[src/rtl/inst_fetch_if.sv]
// Fetch-stage bundle: ROM port, redirect/halt controls and decode handshake.
// DUT side uses modport master; the environment uses modport slave.
interface inst_fetch_if;
  logic [11:0] rom_addr;
  logic [31:0] rom_data;
  logic        redirect;
  logic [31:0] redirect_pc;
  logic        halt;
  logic        ins_ready;
  logic        ins_valid;
  logic [31:0] ins_data;
  logic [31:0] ins_pc;
  logic [1:0]  fetch_state;

  modport master (
    output rom_addr, ins_valid, ins_data, ins_pc, fetch_state,
    input  rom_data, redirect, redirect_pc, halt, ins_ready
  );

  modport slave (
    input  rom_addr, ins_valid, ins_data, ins_pc, fetch_state,
    output rom_data, redirect, redirect_pc, halt, ins_ready
  );
endinterface

[src/rtl/inst_fetch.sv]
// Instruction fetch stage: PC, ROM addressing, 2-entry queue to decode.
// Optional FETCH_JUMP_PREDECODE_EN follows J-type words without a redirect.
module inst_fetch #(
  parameter logic [31:0] RESET_PC = 32'h0040_0000,
  parameter int          QDEPTH   = 2
) (
  input logic          clk,
  input logic          rstd,
  inst_fetch_if.master bus
);

  typedef enum logic [1:0] {
    IDLE = 2'd0,
    RUN  = 2'd1,
    HALT = 2'd2
  } state_e;

  typedef struct packed {
    logic [31:0] data;
    logic [31:0] pc;
  } entry_t;

  localparam logic [1:0] FULL = 2'(QDEPTH);

  state_e      state_q, state_d;
  logic [31:0] pc_q, pc_d;
  entry_t      q_q [2];
  logic        wr_q, wr_d;
  logic        rd_q, rd_d;
  logic [1:0]  cnt_q, cnt_d;

  logic        valid;
  logic        pop;
  logic        push;
  logic [31:0] seq_pc;
  logic        unused_lsb;

  assign unused_lsb = ^bus.redirect_pc[1:0];

  assign valid = (cnt_q != 2'd0);
  // A pop racing a redirect belongs to the flushed stream.
  assign pop   = valid && bus.ins_ready && !bus.redirect;
  assign push  = (state_q == RUN) && !bus.halt && !bus.redirect &&
                 ((cnt_q != FULL) || pop);

`ifdef FETCH_JUMP_PREDECODE_EN
  logic is_j;
  assign is_j   = (bus.rom_data[31:26] == 6'b000010);
  assign seq_pc = is_j ? {pc_q[31:28], bus.rom_data[25:0], 2'b00}
                       : pc_q + 32'd4;
`else
  assign seq_pc = pc_q + 32'd4;
`endif

  always_comb begin
    state_d = state_q;
    pc_d    = pc_q;
    wr_d    = wr_q;
    rd_d    = rd_q;
    cnt_d   = cnt_q;
    unique case (state_q)
      IDLE:    state_d = RUN;
      RUN:     if (bus.halt) state_d = HALT;
      HALT:    state_d = HALT;
      default: state_d = IDLE;
    endcase
    if (bus.redirect) begin
      pc_d  = {bus.redirect_pc[31:2], 2'b00};
      cnt_d = 2'd0;
      wr_d  = 1'b0;
      rd_d  = 1'b0;
    end else begin
      if (push) begin
        pc_d = seq_pc;
        wr_d = ~wr_q;
      end
      if (pop) rd_d = ~rd_q;
      unique case ({push, pop})
        2'b10:   cnt_d = cnt_q + 2'd1;
        2'b01:   cnt_d = cnt_q - 2'd1;
        default: cnt_d = cnt_q;
      endcase
    end
  end

  always_ff @(posedge clk or negedge rstd) begin
    if (!rstd) begin
      state_q <= IDLE;
      pc_q    <= RESET_PC;
      wr_q    <= 1'b0;
      rd_q    <= 1'b0;
      cnt_q   <= 2'd0;
      for (int i = 0; i < 2; i++) q_q[i] <= '0;
    end else begin
      state_q <= state_d;
      pc_q    <= pc_d;
      wr_q    <= wr_d;
      rd_q    <= rd_d;
      cnt_q   <= cnt_d;
      if (push) q_q[wr_q] <= '{data: bus.rom_data, pc: pc_q};
    end
  end

  assign bus.rom_addr    = pc_q[11:0];
  assign bus.ins_valid   = valid;
  assign bus.ins_data    = valid ? q_q[rd_q].data : 32'd0;
  assign bus.ins_pc      = valid ? q_q[rd_q].pc : 32'd0;
  assign bus.fetch_state = state_q;

endmodule
[src/flat_wrapper.sv]
// flat-port wrapper written by rule: the top's interface ports become plain ports
module inst_fetch_flat 
#(
  parameter logic [31:0] RESET_PC = 32'h0040_0000,
  parameter int          QDEPTH   = 2
)
  (clk, rstd, bus_rom_addr, bus_ins_valid, bus_ins_data, bus_ins_pc, bus_fetch_state, bus_rom_data, bus_redirect, bus_redirect_pc, bus_halt, bus_ins_ready);
  inst_fetch_if bus_i ();
  input logic clk;
  input logic rstd;
  output wire logic [$bits(bus_i.rom_addr)-1:0] bus_rom_addr;
  output wire logic [$bits(bus_i.ins_valid)-1:0] bus_ins_valid;
  output wire logic [$bits(bus_i.ins_data)-1:0] bus_ins_data;
  output wire logic [$bits(bus_i.ins_pc)-1:0] bus_ins_pc;
  output wire logic [$bits(bus_i.fetch_state)-1:0] bus_fetch_state;
  input wire logic [$bits(bus_i.rom_data)-1:0] bus_rom_data;
  input wire logic [$bits(bus_i.redirect)-1:0] bus_redirect;
  input wire logic [$bits(bus_i.redirect_pc)-1:0] bus_redirect_pc;
  input wire logic [$bits(bus_i.halt)-1:0] bus_halt;
  input wire logic [$bits(bus_i.ins_ready)-1:0] bus_ins_ready;
  assign bus_rom_addr = bus_i.rom_addr;
  assign bus_ins_valid = bus_i.ins_valid;
  assign bus_ins_data = bus_i.ins_data;
  assign bus_ins_pc = bus_i.ins_pc;
  assign bus_fetch_state = bus_i.fetch_state;
  assign bus_i.rom_data = bus_rom_data;
  assign bus_i.redirect = bus_redirect;
  assign bus_i.redirect_pc = bus_redirect_pc;
  assign bus_i.halt = bus_halt;
  assign bus_i.ins_ready = bus_ins_ready;
  inst_fetch #(.RESET_PC(RESET_PC), .QDEPTH(QDEPTH)) u_core (.clk(clk), .rstd(rstd), .bus(bus_i));
endmodule
[config.mk]
export PLATFORM = sky130hd
export DESIGN_NAME = inst_fetch_flat
export DESIGN_NICKNAME = d
export VERILOG_FILES = /design/src/rtl/inst_fetch_if.sv /design/src/rtl/inst_fetch.sv /design/src/flat_wrapper.sv
export SDC_FILE = /design/constraint.sdc
export NUM_CORES = 1
export LEC_CHECK = 0
export CAP_MARGIN = 15
export CORE_UTILIZATION = 33
export DETAILED_ROUTE_END_ITERATION = 7
export PLACE_DENSITY = 0.52
export SLEW_MARGIN = 20
export SYNTH_ARGS = -nofsm -noshare
export SYNTH_HDL_FRONTEND = slang
export SYNTH_SLANG_ARGS = --single-unit
[constraint.sdc]
create_clock -name clk -period 2.2 [get_ports clk]
set_input_delay 0.44 -clock clk [delete_from_list [all_inputs] [get_ports clk]]
set_output_delay 0.44 -clock clk [all_outputs]
set_load 0.01 [all_outputs]
==> results, run 1 <==
- The leading register cell type out of synthesis is sky130_fd_sc_hd__dfrtp_1.
- Entering global routing, the biggest net connects 51 pins.
- The class of the most critical setup path is reg -> out.
- The insertion delay to the later sink of the worst-skew pair is 0.42 ns.
- The required time at the endpoint of the critical path is approximately 1.8 ns.
- The number of warnings issued by yosys is 0.
- Sequential elements use 50.8% of the synthesized area.
- The run finished with clean final reports.
- On the final layout, the worst clock skew is 0.0118 ns.
- The kind of end point of the critical path is an output port.
- The met1 global-route usage is a little under a quarter.
- The post-detailed-route wirelength per cell is approximately 17 um.
- Relative to the synthesized area, the layout overhead comes to 34.4%.
- Walking the worst path, the cells encountered are buf_12 > buf_4 > mux2i_2 > nor2_1 > buf_2.
- The total number of H-tree levels is 4.
- The first routing iteration left 245 violations.
- In the routed design, unresolved DRC markers number 0.
- The number of buffers created by CTS is 17.
- The post-placement setup slack is -0.172 ns.
- The data arrival at the endpoint of the critical path is 1.71 ns.
- The master of the slowest instance on the critical path is sky130_fd_sc_hd__dfrtp_4.
- In this run the horizontal extent of the chip is 157 um.
- Setup slack closes at about 0.047 ns.
- Setup repair after global routing could not meet its margin everywhere.
- The total via count after detailed routing is 5815.
- The effective utilization at floorplan is 33.6%.
- The standby leakage power is 0.00458 uW.
- The area of the multi-input gates is roughly 3600 um2.
- At the pin with the least slew margin, the transition time is 0.554 ns.
- The floorplan step set the die height to 157 um.
- The design draws between 10000 and 15000 uW.
- Clock-pin slew was measured on the worst setup and hold paths at 0.07 ns.
- The wire length of the first global-routing pass is 33100 um.
- The layer with the highest usage is met2.
- By area the synthesized netlist is led by sky130_fd_sc_hd__dfrtp_1, sky130_fd_sc_hd__mux2_2, sky130_fd_sc_hd__mux2i_1, sky130_fd_sc_hd__nor2_1, sky130_fd_sc_hd__or4_1.
- In this design, the stage delay of the slowest critical-path cell is 0.54 ns.
- The post-route non-filler standard cell count is 1183.
- The total negative slack for setup checks is 0 ns.
- Before antenna repair, the detailed router went through 4 iterations.
- The number of library cell types mapped by synthesis is 52.
- Counting flops and latches in the post-synthesis netlist gives 160.
- The internal portion of the total power is between 7000 and 8000 uW.
- The TritonCTS clock tree is done.
- The area taken by flip-flops and latches is 4010 um2.
- The final count of hold timing violations came to 0.
- Power spread over the standard cell area amounts to roughly 1000 nW/um2.
- The sum of overflow across all layers after global routing is 0.
- The remaining max-slew budget at the tightest pin is 63.1%.
- The clock network accounts for 27.8% of the total power.
- Combinational logic burns between 20% and 30% of the power.
- Of all nets on the critical path, the largest fanout is 13.
- The maximum count of clock buffers along a single path is 2.
- Summed over all instances, the cell type with the most area after synthesis is sky130_fd_sc_hd__dfrtp_1.
- The highest ir drop seen on vdd is 0.433 mV.
- For this run, the post-layout net count is 923.
- The number of pins with negative max-slew slack in the final report is 0.
- The floorplan has 56 rows.
- The congestion estimate from routability-driven global placement came to between 0.8 and 0.9.
- The worst setup path is launched from a register.
- The count of antenna diodes in the layout is 0.
- After detailed routing, the number of vias per cell comes to 4.92.
- After detailed routing, the total wire length is approximately 21000 um.
- The share of the core filled with cells is a little under half.
- The analysis attributes to net switching a power of 3160 uW.
- The cell count after synthesis is 676.
- Including well taps, the total number of placed cells is 1129.
- The combined area of all synthesized cells is 7880 um2.
- A synthesized cell averages about 12 um2.
- In this run the count of I/O pins placed on the die edge is 148.
- Setup violations remaining at the end of the flow were counted as 0.
- The achievable clock frequency is 464 MHz.
- The number of global-route vias before repair came to between 6000 and 7000.
- The total number of clock tree sinks is 160.
- The number of maximum-capacitance violations is 0.
- The proportion of layout cells with a drive suffix above 1 is 33.4%.
- After legalization and detailed placement, the total HPWL measured 14000 um.
- The switching part of the total is approximately 30%.
- The number of filler cells placed in the layout is 2213.
- The die covers 24500 um2.
- The synthesized design contains 0 enable-type register cells.
- The global-route track usage on met3 is 3.32%.
- The library cell used most frequently in the layout, excluding fill and tap cells, is sky130_fd_sc_hd__dfrtp_1.
- The post-route fraction of the period consumed by the critical path is slightly below 100%.
- The root buffer cell is sky130_fd_sc_hd__clkbuf_16.
- The number of antenna violations at the first check in global routing is 0.
- The clock period minus final worst setup slack is 2.15 ns.
- Of the total power, registers draw 43.4%.
- The number of buffer cells added on primary ports is between 100 and 150.
- The total core area is about 23000 um2.
- In the layout the commonest cells are sky130_fd_sc_hd__dfrtp_1, sky130_fd_sc_hd__mux2_2, sky130_fd_sc_hd__nor2_1.
- Of all flip-flops after synthesis, the portion carrying an async set or reset was between 90% and 100%.
- For this run, global-route usage on met2 was measured as 29.5%.
- The remaining antenna violation count after routing is 0.
- The worst min-delay path category is reg -> reg.
- The overall routing resource usage is 17.6%.
- Of the post-synthesis cell area, the dominant cell type holds 50.5%.
-- cell type report --
type,count,share of cell area (%)
clock buffer,19,4.18
clock inverter,13,1.44
inverter,5,0.177
multi-input combinational,454,33.5
sequential,160,37.9
tap,319,3.77
timing repair buffer,213,19.0
-- state kept, by name (all words and copies together) (netlist names) --
signal and count:
u_core.bus.fetch_state 2, u_core.cnt_q 2, u_core.pc_q 30, u_core.q_q 124, u_core.rd_q 1, u_core.wr_q 1
-- timing repair --
item	CTS	global route
setup endpoints to repair	63	29
gates resized for setup	188	28
hold endpoints to repair	21	0
buffers inserted	15	2
pin swaps	2	6
hold buffers	1	0
cloned	2	2
-- worst paths after layout --
check                                          startpoint         endpoint  slack [ns]  depth (start not counted)
worst max-delay path                          u_core.rd_q   bus_ins_pc[17]        0.05                          5
worst min-delay path                       u_core.q_q[49]   u_core.q_q[49]        0.49                          1
worst max register to register  u_core.bus.fetch_state[1]  u_core.pc_q[16]        0.15                          6
worst min register to register             u_core.q_q[49]   u_core.q_q[49]        0.49                          1
max in group asynchronous                            rstd  u_core.q_q[116]        0.96                          3
min in group asynchronous                            rstd   u_core.q_q[87]        0.55                          2
-- through the flow --
| step | hold slack [ns] | area (um2) |
|---|---|---|
| floorplan | 0.144 | 7890 |
| detailed placement | 0.441 | 9900 |
| finish | 0.490 | 10600 |
| global placement | 0.427 | 9900 |
| CTS | 0.494 | 10600 |
| global route | 0.520 | 10600 |
-- critical path: cells and delay by family, from the launching register on --
kind                   cells  cell delay, ns
muxes                      1            0.21
buffers and inverters      3            0.48
DFF                        1            0.54
and+or+nand+nor            1            0.06
-- power groups by stage --
stage               Combinational (uW)  Sequential, uW  Clock (uW)
detailed placement                3060            4720           0
floorplan                         2000            4540           0
global route                      3420            4850        3220
global placement                  2950            4640           0
CTS                               3140            4680        3080
finish                            3110            4680        2990
-- cell families (layout without fill, tap and decap cells) --
family | Yosys count | in the layout | synth area share, %
xor gates and xnor gates | 11 | 11 | 1.22
adders and majority gates | 3 | 3 | 0.477
buffers and inverters | 65 | 250 | 4.76
other | 1 | 4 | 0.0476
AOI/OAI and AO/OA | 56 | 56 | 4.43
DFF | 160 | 160 | 50.8
and+or+nand+nor | 191 | 191 | 12.2
muxes | 189 | 189 | 26.0
-- synthesized netlist by cell type, types with 5 or more instances --
cell type / instances
sky130_fd_sc_hd__a21oi_1: 5
sky130_fd_sc_hd__a31oi_1: 16
sky130_fd_sc_hd__buf_1: 5
sky130_fd_sc_hd__buf_2: 17
sky130_fd_sc_hd__buf_4: 14
sky130_fd_sc_hd__clkbuf_1: 16
sky130_fd_sc_hd__dfrtp_1: 159
sky130_fd_sc_hd__mux2_2: 121
sky130_fd_sc_hd__mux2i_1: 64
sky130_fd_sc_hd__nand2_1: 24
sky130_fd_sc_hd__nand3_1: 12
sky130_fd_sc_hd__nand4_1: 12
sky130_fd_sc_hd__nor2_1: 87
sky130_fd_sc_hd__nor3_1: 7
sky130_fd_sc_hd__nor4_1: 5
sky130_fd_sc_hd__o21ai_0: 17
sky130_fd_sc_hd__o31ai_1: 14
sky130_fd_sc_hd__or4_1: 16
sky130_fd_sc_hd__xnor2_1: 8
-- metal layers --
layer | part of all wire (%) | vias up
met5 | 0 | -
met4 | 1.4 | 0
met3 | 3.7 | 15
met2 | 49 | 127
met1 | 46 | 2930
li1 | - | 2743
No activity file was read; power rests on OpenSTA's default activity.
==> run 2: changes to the inputs <==
--- a/config.mk
+++ b/config.mk
@@ -5,11 +5,13 @@
 export SDC_FILE = /design/constraint.sdc
 export NUM_CORES = 1
 export LEC_CHECK = 0
+export ABC_AREA = 1
 export CAP_MARGIN = 15
 export CORE_UTILIZATION = 33
 export DETAILED_ROUTE_END_ITERATION = 7
-export PLACE_DENSITY = 0.52
+export PLACE_DENSITY = 0.51
 export SLEW_MARGIN = 20
 export SYNTH_ARGS = -nofsm -noshare
 export SYNTH_HDL_FRONTEND = slang
 export SYNTH_SLANG_ARGS = --single-unit
+export TNS_END_PERCENT = 30
==> run 2 against run 1 <==
Effect of this change: the flow now finishes with violations (negative setup slack); clock skew grew 0.0041 ns; core utilization decreased by 0.96 points; sequential cell count is the same; critical path depth is 1 higher; first-iteration DRC count grew 90%; total power up 17%; largest power group is now combinational logic.
==> results, run 2 <==
- The flow ran to the end, but the final reports show violations.
- The final reports fail on negative setup slack.
- STA puts the critical path data required time at 1.76 ns.
- The async set-or-reset flop fraction in the synthesized netlist is 100%.
- The number of global-route vias before repair is 6914.
- For this design, the sink count on the clock tree is 160.
- Leaving out fill and tap cells, the most frequent cell in the layout is sky130_fd_sc_hd__nand2_1.
- The wire length of the first global-routing pass is 37300 um.
- The final weighted congestion in routability-driven placement is between 0.8 and 0.9.
- Synthesis handed over a netlist of 1061 instances.
- Dividing the synthesized area by the synthesized cell count gives 7.71 um2.
- Yosys instantiated no cell more often than sky130_fd_sc_hd__nand2_1.
- The effective utilization at floorplan is 33.6%.
- Timing analysis after detailed placement gives a worst setup slack of roughly 0.039 ns.
- The number of register bits inferred by synthesis is 160.
- Counting I/O delays and the setup requirement, the final critical path takes 2.24 ns.
- TritonCTS built the clock tree.
- Summed over all layers, the global routing overflow is 0.
- The register bank with the most flops is u_core.q_q.
- Dividing the detail-routed via count by the number of cells gives 4.63.
- For hold timing, the worst endpoint is u_core.q_q[127].
- The largest total area in the synthesized netlist belongs to sky130_fd_sc_hd__dfrtp_1.
- Counting cells, the worst reg-to-reg path comes to 11.
- The number of flops mapped to enable cells by yosys is 0.
- The longest clock path from root to sink contains 2 buffers.
- The final count of hold timing violations is 0.
- The critical-path maximum fanout is 18.
- The critical path launch point type is a register.
- The sequential cells in the finished layout cover a total of roughly 4000 um2.
- The post-route fraction of the period consumed by the critical path is 102%.
- Overall power consumption after layout is estimated at 12600 uW.
- The highest ir drop seen on vdd is 0.522 mV.
- The total power per unit cell area is 1170 nW/um2.
- The fraction of the yosys area taken by sequential cells is between 40% and 50%.
- The maximum number of pins on one net before global-route repair is 52.
- The number of antenna diodes in the final layout is 0.
- Dividing the detail-routed wire length by the instance count gives 14.9 um.
- The number of pins with negative max-slew slack in the final report came to 0.
- The remaining antenna violation count after routing is 0.
- Before antenna repair, the detailed router went through 5 iterations.
- Of the cells placed in the final design, the portion with a size suffix greater than 1 is 13.9%.
- The class of the most critical setup path is reg -> out.
- The worst pin sits at a relative slew slack of 64.7%.
- The achievable clock frequency is about 450 MHz.
- The total of endpoints with negative setup slack in the final report is 2.
- For the pin with the worst max-slew slack, the measured transition is 0.529 ns.
- The worst setup margin is -0.0442 ns.
- For this run, the leading register cell type out of synthesis is sky130_fd_sc_hd__dfrtp_1.
- The number of buffers created by CTS is 17.
- The number of antenna violations at the first check in global routing was 0.
- The root buffer cell chosen for the clock tree is sky130_fd_sc_hd__clkbuf_16.
- In this run the number of H-tree levels came out at 4.
- Compared with the post-synthesis result, the final layout area differs by 31.3%.
- Counting the fill cells in the layout gives 2513.
- The share of the core filled with cells is around 44%.
- The combined area of all synthesized cells is 8180 um2.
- The library cells used most frequently in the layout, excluding fill and tap cells, are sky130_fd_sc_hd__nand2_1, sky130_fd_sc_hd__dfrtp_1, sky130_fd_sc_hd__o21ai_1.
- The count of nets after finishing is 1272.
- For this design the top-level I/O count stands at between 100 and 150.
- The final layout contains routed wiring with a total length of 22800 um.
- The worst min-delay path category is reg -> reg.
- After detailed routing, the number of remaining DRC violations is 0.
- The number of library cell types mapped by synthesis is 36.
- The estimated wirelength of the detail-placed design is between 15000 and 20000 um.
- The clock slew seen by the registers of the worst setup and hold paths is 0.07 ns.
- The finished layout holds 1537 standard cells, fillers aside.
- The data arrival at the endpoint of the critical path is 1.80 ns.
- Row generation in the floorplan step produced 57 rows.
- The top cell type's share of synthesized area is between 40% and 50%.
- The largest registers in the layout are u_core.q_q: 124 flops, u_core.pc_q: 30 flops.
- Along the worst hold path, the cell count comes to 2.
- The die height is 159 um.
- Counting tap cells, the placed design contains a total of 1494 instances.
- During synthesis, Yosys emitted a total of 0 warnings.
- During placement, the flow inserted port buffers numbering ~140.
- The final worst clock skew is 0.0159 ns.
- By area the synthesized netlist is led by sky130_fd_sc_hd__dfrtp_1, sky130_fd_sc_hd__nand2_1, sky130_fd_sc_hd__o21ai_1, sky130_fd_sc_hd__a21oi_1, sky130_fd_sc_hd__inv_1.
- STA classifies the critical path endpoint as an output port.
- The floorplan die width is 159 um.
- The startpoint of the tightest hold check path is u_core.q_q[127].
- The endpoint of the worst-slack reg-to-reg timing path is u_core.q_q[44].
- The die area is 25400 um2.
- The standby leakage power is 0.00510 uW.
- Sorting the synthesized cells by how often they occur yields sky130_fd_sc_hd__nand2_1, sky130_fd_sc_hd__dfrtp_1, sky130_fd_sc_hd__o21ai_1.
- For this run, the total global-route usage over all layers was measured as a little under a fifth.
- The area of the multi-input gates is 3470 um2.
- Summing over every cut layer, the via total after detailed routing is 7121.
- The launching point of the worst reg2reg path is u_core.bus.fetch_state[1].
- Max-cap violations in this run came to 0.
- The register with the most flip-flops in the layout has ~120 of them.
- The reg-to-reg setup timing slack is 0.32 ns.
- Setup repair after global routing could not meet its margin everywhere.
- The total core area is 24300 um2.
- The insertion delay to the later sink of the worst-skew pair is 0.43 ns.
- After the first detailed-routing iteration, the DRC count stood at 466.
==> run 2: changes by cell type in the layout (fill, tap and decap cells not counted), sizes merged, moves of 17 or more <==
cell	delta
a21oi	+63
buf	-63
clkbuf	+24
inv	+77
mux2	-125
mux2i	-64
nand2	+377
nand3	+29
o21ai	+118
or4	-17
==> run 2: worst max-delay path by stage <==
| stage | startpoint | slack (ns) | depth (start not counted) | endpoint |
|---|---|---|---|---|
| 2_1_floorplan | u_core.bus.fetch_state[1] | 0.53 | 13 | u_core.q_q[52] |
| 3_3_place_gp | bus_ins_ready | 0.07 | 11 | u_core.q_q[28] |
| 3_5_place_dp | bus_ins_ready | 0.04 | 11 | u_core.q_q[23] |
| 4_1_cts | u_core.rd_q | -0.28 | 4 | bus_ins_data[31] |
| 5_1_grt | u_core.cnt_q[1] | -0.12 | 6 | bus_ins_pc[31] |
| 6_report | u_core.cnt_q[1] | -0.04 | 6 | bus_ins_pc[19] |
==> run 2: report_power, final <==
part | total, uW | internal, uW | leakage, uW | switching [uW]
combinational | 4760 | 2170 | 0.00275 | 2590
sequential | 4730 | 4030 | 0.00206 | 698
clock | 3100 | 1850 | 0.000289 | 1250
total | 12600 | 8050 | 0.00510 | 4530
==> run 2: timing repair <==
action / in CTS / in global routing
buffers inserted: 2 / 7
endpoints found under the hold margin: 31 / 0
pin swaps: 1 / 1
gates cloned: 1 / 1
hold buffers: 1 / 0
setup endpoints to repair: 63 / 56
gates resized for setup: 71 / 90
==> run 2: cell type report <==
| type | count | area share, % |
|---|---|---|
| Sequential cell | 160 | 37.3 |
| Multi-Input combinational cell | 751 | 32.3 |
| Timing Repair Buffer | 186 | 17.8 |
| Clock buffer | 20 | 4.25 |
| Tap cell | 324 | 3.78 |
| Inverter | 84 | 3.10 |
| Clock inverter | 12 | 1.46 |
==> run 2: routing by layer <==
layer  vias to the layer above  track usage (%)  share of wire (%)  wire length [um]
met4                         0             4.76                1.2               271
li1                       3616                -                  -                 -
met1                      3319             26.8                 50             11300
met5                         -                0                  0                 0
met2                       169             29.2                 46             10400
met3                        17             2.92                3.6               815
==> run 2: logic make-up after synthesis <==
logic type | synth area share, %
buffers and inverters | 9.24
adders and majority gates | 0.459
xor gates and xnor gates | 1.29
other | 0.0459
DFF | 49.0
and+or+nand+nor | 26.1
AOI/OAI and AO/OA | 13.8
==> run 2: critical path, stage by stage (launching register included) <==
cell and delay [ns]:
sky130_fd_sc_hd__dfrtp_2 0.42, sky130_fd_sc_hd__nor2_4 0.07, sky130_fd_sc_hd__buf_12 0.13, sky130_fd_sc_hd__buf_12 0.12, sky130_fd_sc_hd__buf_16 0.16, sky130_fd_sc_hd__a21oi_2 0.20, sky130_fd_sc_hd__clkdlybuf4s15_1 0.27
==> run 2: per-stage QoR <==
stage / area, um2 / hold slack (ns) / TNS (ns)
floorplan: 8190 / 0.144 / 0
global placement: 10000 / 0.441 / 0
detailed placement: 10000 / 0.441 / 0
CTS: 10700 / 0.484 / -3.75
global route: 10700 / 0.501 / -0.412
finish: 10700 / 0.482 / -0.0822
==> run 3: changes to the inputs <==
--- a/config.mk
+++ b/config.mk
@@ -6,7 +6,6 @@
 export NUM_CORES = 1
 export LEC_CHECK = 0
 export ABC_AREA = 1
-export CAP_MARGIN = 15
 export CORE_UTILIZATION = 33
 export DETAILED_ROUTE_END_ITERATION = 7
 export PLACE_DENSITY = 0.51
==> results of run 3 <==
No change in the layout: final DEF, timing and power equal those of run 2.
